[src/rtl/datmem_arbiter.sv]
// Two-port arbiter for the byte-wide data memory: serializes cpu/dma 32-bit
// word accesses into four big-endian byte beats with alternating tie priority.
module datmem_arbiter #(
    parameter int ADDR_W = 5
) (
    input  logic              clk,
    input  logic              reset,
    input  logic              cpu_req,
    input  logic              cpu_we,
    input  logic [ADDR_W-1:0] cpu_addr,
    input  logic [31:0]       cpu_wdata,
    output logic [31:0]       cpu_rdata,
    output logic              cpu_done,
    input  logic              dma_req,
    input  logic              dma_we,
    input  logic [ADDR_W-1:0] dma_addr,
    input  logic [31:0]       dma_wdata,
    output logic [31:0]       dma_rdata,
    output logic              dma_done,
    output logic [ADDR_W-1:0] mem_addr,
    output logic              mem_we,
    output logic [7:0]        mem_wdata,
    input  logic [7:0]        mem_rdata,
    output logic              busy,
    output logic              owner
);

    typedef enum logic [1:0] {
        IDLE = 2'd0,
        XFER = 2'd1,
        DONE = 2'd2
    } state_t;

    state_t            state_r;
    state_t            state_next_s;
    logic [1:0]        beat_r;
    logic              last_grant_r;
    logic              xfer_we_r;
    logic [ADDR_W-1:0] xfer_addr_r;
    logic [31:0]       xfer_wdata_r;
    logic [23:0]       asm_r;
    logic [ADDR_W-1:0] mem_addr_r;
    logic              mem_we_r;
    logic [7:0]        mem_wdata_r;
    logic [31:0]       cpu_rdata_r;
    logic [31:0]       dma_rdata_r;
    logic              cpu_done_r;
    logic              dma_done_r;
    logic              busy_r;

    logic              grant_s;
    logic              grant_port_s;
    logic              sel_we_s;
    logic [ADDR_W-1:0] sel_addr_s;
    logic [31:0]       sel_wdata_s;

    // Beat 0 carries the most significant byte.
    function automatic logic [7:0] byte_sel(input logic [31:0] word, input logic [1:0] idx);
        logic [7:0] b;
        case (idx)
            2'd0:    b = word[31:24];
            2'd1:    b = word[23:16];
            2'd2:    b = word[15:8];
            2'd3:    b = word[7:0];
            default: b = 8'h00;
        endcase
        return b;
    endfunction

    // Arbitration: a lone requester wins, a tie goes to the port not granted last.
    always_comb begin
        grant_s      = 1'b0;
        grant_port_s = 1'b0;
        if (cpu_req && dma_req) begin
            grant_s      = 1'b1;
            grant_port_s = ~last_grant_r;
        end else if (cpu_req) begin
            grant_s      = 1'b1;
            grant_port_s = 1'b0;
        end else if (dma_req) begin
            grant_s      = 1'b1;
            grant_port_s = 1'b1;
        end else begin
            grant_s      = 1'b0;
            grant_port_s = 1'b0;
        end
    end

    // Request fields of the port that wins this cycle.
    always_comb begin
        sel_we_s    = 1'b0;
        sel_addr_s  = {ADDR_W{1'b0}};
        sel_wdata_s = 32'h0000_0000;
        if (grant_port_s) begin
            sel_we_s    = dma_we;
            sel_addr_s  = dma_addr;
            sel_wdata_s = dma_wdata;
        end else begin
            sel_we_s    = cpu_we;
            sel_addr_s  = cpu_addr;
            sel_wdata_s = cpu_wdata;
        end
    end

    // Next-state logic.
    always_comb begin
        state_next_s = state_r;
        case (state_r)
            IDLE: begin
                if (grant_s) begin
                    state_next_s = XFER;
                end else begin
                    state_next_s = IDLE;
                end
            end
            XFER: begin
                if (beat_r == 2'd3) begin
                    state_next_s = DONE;
                end else begin
                    state_next_s = XFER;
                end
            end
            DONE:    state_next_s = IDLE;
            default: state_next_s = IDLE;
        endcase
    end

    // State register.
    always_ff @(posedge clk or posedge reset) begin
        if (reset) begin
            state_r <= IDLE;
        end else begin
            state_r <= state_next_s;
        end
    end

    // Datapath: latch the granted request, drive each beat, assemble loads.
    always_ff @(posedge clk or posedge reset) begin
        if (reset) begin
            beat_r       <= 2'd0;
            last_grant_r <= 1'b1;
            xfer_we_r    <= 1'b0;
            xfer_addr_r  <= {ADDR_W{1'b0}};
            xfer_wdata_r <= 32'h0000_0000;
            asm_r        <= 24'h00_0000;
            mem_addr_r   <= {ADDR_W{1'b0}};
            mem_we_r     <= 1'b0;
            mem_wdata_r  <= 8'h00;
            cpu_rdata_r  <= 32'h0000_0000;
            dma_rdata_r  <= 32'h0000_0000;
            cpu_done_r   <= 1'b0;
            dma_done_r   <= 1'b0;
            busy_r       <= 1'b0;
        end else begin
            cpu_done_r <= 1'b0;
            dma_done_r <= 1'b0;
            case (state_r)
                IDLE: begin
                    if (grant_s) begin
                        last_grant_r <= grant_port_s;
                        beat_r       <= 2'd0;
                        busy_r       <= 1'b1;
                        xfer_we_r    <= sel_we_s;
                        xfer_addr_r  <= sel_addr_s;
                        xfer_wdata_r <= sel_wdata_s;
                        mem_addr_r   <= sel_addr_s;
                        mem_we_r     <= sel_we_s;
                        mem_wdata_r  <= sel_we_s ? sel_wdata_s[31:24] : 8'h00;
                    end else begin
                        busy_r      <= 1'b0;
                        mem_addr_r  <= {ADDR_W{1'b0}};
                        mem_we_r    <= 1'b0;
                        mem_wdata_r <= 8'h00;
                    end
                end
                XFER: begin
                    asm_r <= {asm_r[15:0], mem_rdata};
                    if (beat_r == 2'd3) begin
                        mem_addr_r  <= {ADDR_W{1'b0}};
                        mem_we_r    <= 1'b0;
                        mem_wdata_r <= 8'h00;
                        // Loaded word appears together with the done pulse.
                        if (!xfer_we_r && last_grant_r) begin
                            dma_rdata_r <= {asm_r, mem_rdata};
                        end else if (!xfer_we_r) begin
                            cpu_rdata_r <= {asm_r, mem_rdata};
                        end else begin
                            asm_r <= {asm_r[15:0], mem_rdata};
                        end
                        if (last_grant_r) begin
                            dma_done_r <= 1'b1;
                        end else begin
                            cpu_done_r <= 1'b1;
                        end
                    end else begin
                        beat_r      <= beat_r + 2'd1;
                        mem_addr_r  <= xfer_addr_r + ADDR_W'(beat_r) + ADDR_W'(1);
                        mem_wdata_r <= xfer_we_r ? byte_sel(xfer_wdata_r, beat_r + 2'd1) : 8'h00;
                    end
                end
                DONE: begin
                    busy_r <= 1'b0;
                end
                default: begin
                    busy_r   <= 1'b0;
                    mem_we_r <= 1'b0;
                end
            endcase
        end
    end

    assign mem_addr  = mem_addr_r;
    assign mem_we    = mem_we_r;
    assign mem_wdata = mem_wdata_r;
    assign cpu_rdata = cpu_rdata_r;
    assign dma_rdata = dma_rdata_r;
    assign cpu_done  = cpu_done_r;
    assign dma_done  = dma_done_r;
    assign busy      = busy_r;
    assign owner     = last_grant_r;

endmodule

[config.mk]
export PLATFORM = sky130hd
export DESIGN_NAME = datmem_arbiter
export DESIGN_NICKNAME = d
export VERILOG_FILES = /design/src/rtl/datmem_arbiter.sv
export SDC_FILE = /design/constraint.sdc
export NUM_CORES = 1
export LEC_CHECK = 0
export ABC_AREA = 0
export ABC_CLOCK_PERIOD_IN_PS = 8100
export CORE_MARGIN = 8
export CORE_UTILIZATION = 51
export CTS_CLUSTER_SIZE = 10
export DETAILED_ROUTE_END_ITERATION = 8
export PLACE_DENSITY_LB_ADDON = 0.2
export REMOVE_ABC_BUFFERS = 1
export SLEW_MARGIN = 10
export SYNTH_ARGS = -nofsm -noshare
export SYNTH_HDL_FRONTEND = slang
export SYNTH_SLANG_ARGS = --single-unit
[constraint.sdc]
create_clock -name clk -period 8.1 [get_ports clk]
set_input_delay 1.62 -clock clk [delete_from_list [all_inputs] [get_ports clk]]
set_output_delay 1.62 -clock clk [all_outputs]
set_load 0.01 [all_outputs]
==> qor.yml <==
drv_slew: 0
critPathKind: "primary input to flop"
synth_area_per_cell_sq_um: 12.2
multi_input_area_sq_um: 2260
grt_pass1_wl_microns: 23000
cts_tree: "yes"
via_count: 4297
r2r_cells: 4
fin_worst_skew_ps: 7.56
ys_top_cells_by_area: "dfrtp_1, mux2_2, nand2_1"
fp.dieW_microns: 124
min_path_type: "flop to flop"
clock_latency_ps: 410
rows: 39
synth_seq_cells: 140
nets: 743
cp_max_fo: 39
synth_cell_types: 39
initial_core_util: 0.522
routedWlPerCell_microns: 17.5
die-area_sq_um: 15400
place_congestion: 0.787
peakVddDrop_v: 0.000215
synth_common_cells: "dfrtp_1, nand2_1, mux2_2"
min_from: "xfer_wdata_r[18]"
wirelength_microns: 14100
drt-initial-drc-count: 299
yosysSeqAreaShare: 0.590
min_path_cells: 2
post-dp-hpwl_microns: 9790
fin_cells: 803
portBuffers: 169
critical_path_arrival_ps: 3780
crit_start: "dma_req"
syn_inst: 485
synth_flop_cell: "dfrtp_1"
via_per_inst: 5.35
syn2layout_area_growth_pct: 40.8
htree_levels: 4
r2r-start: "state_r[1]"
cts_setup_buffers: 0
filler_cell_count: 798
min_period_over_period: 0.430
synth_edf_count: 0
tightest_slew_ps: 1020
startpoint_type: "primary input"
drc: 0
finalSetupTns_ps: 0
antenna_cells: 0
yosysTopAreaCell: "dfrtp_1"
max_freq_mhz: 287
cts_resized: 0
status: "finished, final reports clean"
worstPathRequired_ps: 8390
yosysTopAreaCellShare: 0.586
dr.pass1.iters: 5
root_buffer: "clkbuf_16"
core_sq_um: 11400
grt_pass1_vias: 4609
drive_gt1_frac: 0.162
antenna_found_initial: 0
cts_buffer_depth: 2
ioPinCount: 170
syn_area_sq_um: 5940
cts_buffers: 17
grt_usage: 0.191
antenna_left: 0
period_minus_slack_ps: 3490
cts.sinks: 140
synth_warnings: 0
crit_path_end_kind: "flop"
gr-total-overflow: 0
cts.clk_slew.worst_paths_ps: 60
async_flop_share: 1.00
rsz0062_at_grt: "no"
yosys.cell_count.top_type: "dfrtp_1"
setup_viol: 0
grt_start_max_net_pins: 73
hold_viol_final: 0
die_h_microns: 124
regArea_sq_um: 3500
dpl.cell_count: 772
leakage_uw: 0.00385
maxSlewHeadroom: 0.320
pwr_density_cell_nw_per_um2: 400
drv_cap: 0
ctsHoldBuffers: 0
## through the flow
step | instance area, sq um | power [uW] | setup WS, ps | util | hold slack, ps
2_1_floorplan | 5780 | 1870 | 2730 | - | 449
3_3_place_gp | 7700 | 2440 | 4300 | 0.677 | 462
3_5_place_dp | 7700 | 2490 | 4170 | 0.677 | 471
4_1_cts | 8360 | 3380 | 4600 | 0.735 | 483
5_1_grt | 8360 | 3550 | 4510 | 0.735 | 498
6_report | 8360 | 3340 | 4610 | 0.735 | 479
## flip-flops by register name, summed over array words and instances, names as in the netlist
| signal | flops |
|---|---|
| mem_we | 1 |
| busy | 1 |
| xfer_addr_r | 5 |
| xfer_wdata_r | 24 |
| state_r | 2 |
| beat_r | 2 |
| owner | 1 |
| dma_done | 1 |
| mem_addr | 5 |
| mem_wdata | 8 |
| xfer_we_r | 1 |
| cpu_done | 1 |
| dma_rdata | 32 |
| asm_r | 24 |
| cpu_rdata | 32 |
## final cells by class
class / count / area share
flip-flops and latches: 140 / 0.419
multi-input cells: 309 / 0.271
repair buffers: 173 / 0.206
inverters: 7 / 0.00374
clock inverters: 11 / 0.0259
well taps: 143 / 0.0214
clock buffers: 20 / 0.0534
## kinds of logic after synthesis
logic type      share of synthesized area
mux                                 0.193
xor+xnor                          0.00443
simple gates                       0.0973
buf+inv                            0.0318
flops                               0.590
compound gates                     0.0672
fa+ha+maj                          0.0160
## layout by cell type, fill, tap and decap left out, types with 7 or more instances in the layout
cell type,instances
a221o_1,7
a222oi_1,8
clkbuf_16,17
clkdlybuf4s50_1,169
dfrtp_1,139
mux2_1,7
mux2_2,65
mux2i_1,32
nand2_1,109
nor2_1,13
o21ai_0,30
## per-layer routing
layer / wire (microns) / vias to the layer above / GRT usage / part of all wire
met2: 6960 / 149 / 0.322 / 0.49
met3: 1210 / 17 / 0.0680 / 0.086
met1: 5740 / 2125 / 0.222 / 0.41
li1: - / 2006 / - / -
met4: 181 / 0 / 0.0654 / 0.013
met5: 0 / - / 0 / 0
## critical path, cell delays in order
cell and delay, ps:
clkdlybuf4s50_1 500, a21boi_4 180, buf_4 510, mux2i_1 360, nor2_1 200, a311o_1 380
## path summary, 6_finish.rpt
path | slack (ps) | end
worst max register to register | 5200 | mem_we
worst min-delay path | 480 | xfer_wdata_r[18]
max in group asynchronous | 5100 | cpu_rdata[0]
worst min register to register | 480 | xfer_wdata_r[18]
min in group asynchronous | 1660 | dma_rdata[27]
worst max-delay path | 4610 | mem_we
## power by group
| group | switching (uW) | leakage, uW | total [uW] | internal, uW |
|---|---|---|---|---|
| combinational | 559 | 0.00178 | 1220 | 665 |
| clock | 283 | 0.000312 | 866 | 584 |
| sequential | 224 | 0.00175 | 1250 | 1030 |
| total | 1070 | 0.00385 | 3340 | 2280 |
Power figures use the tool's default switching activity.
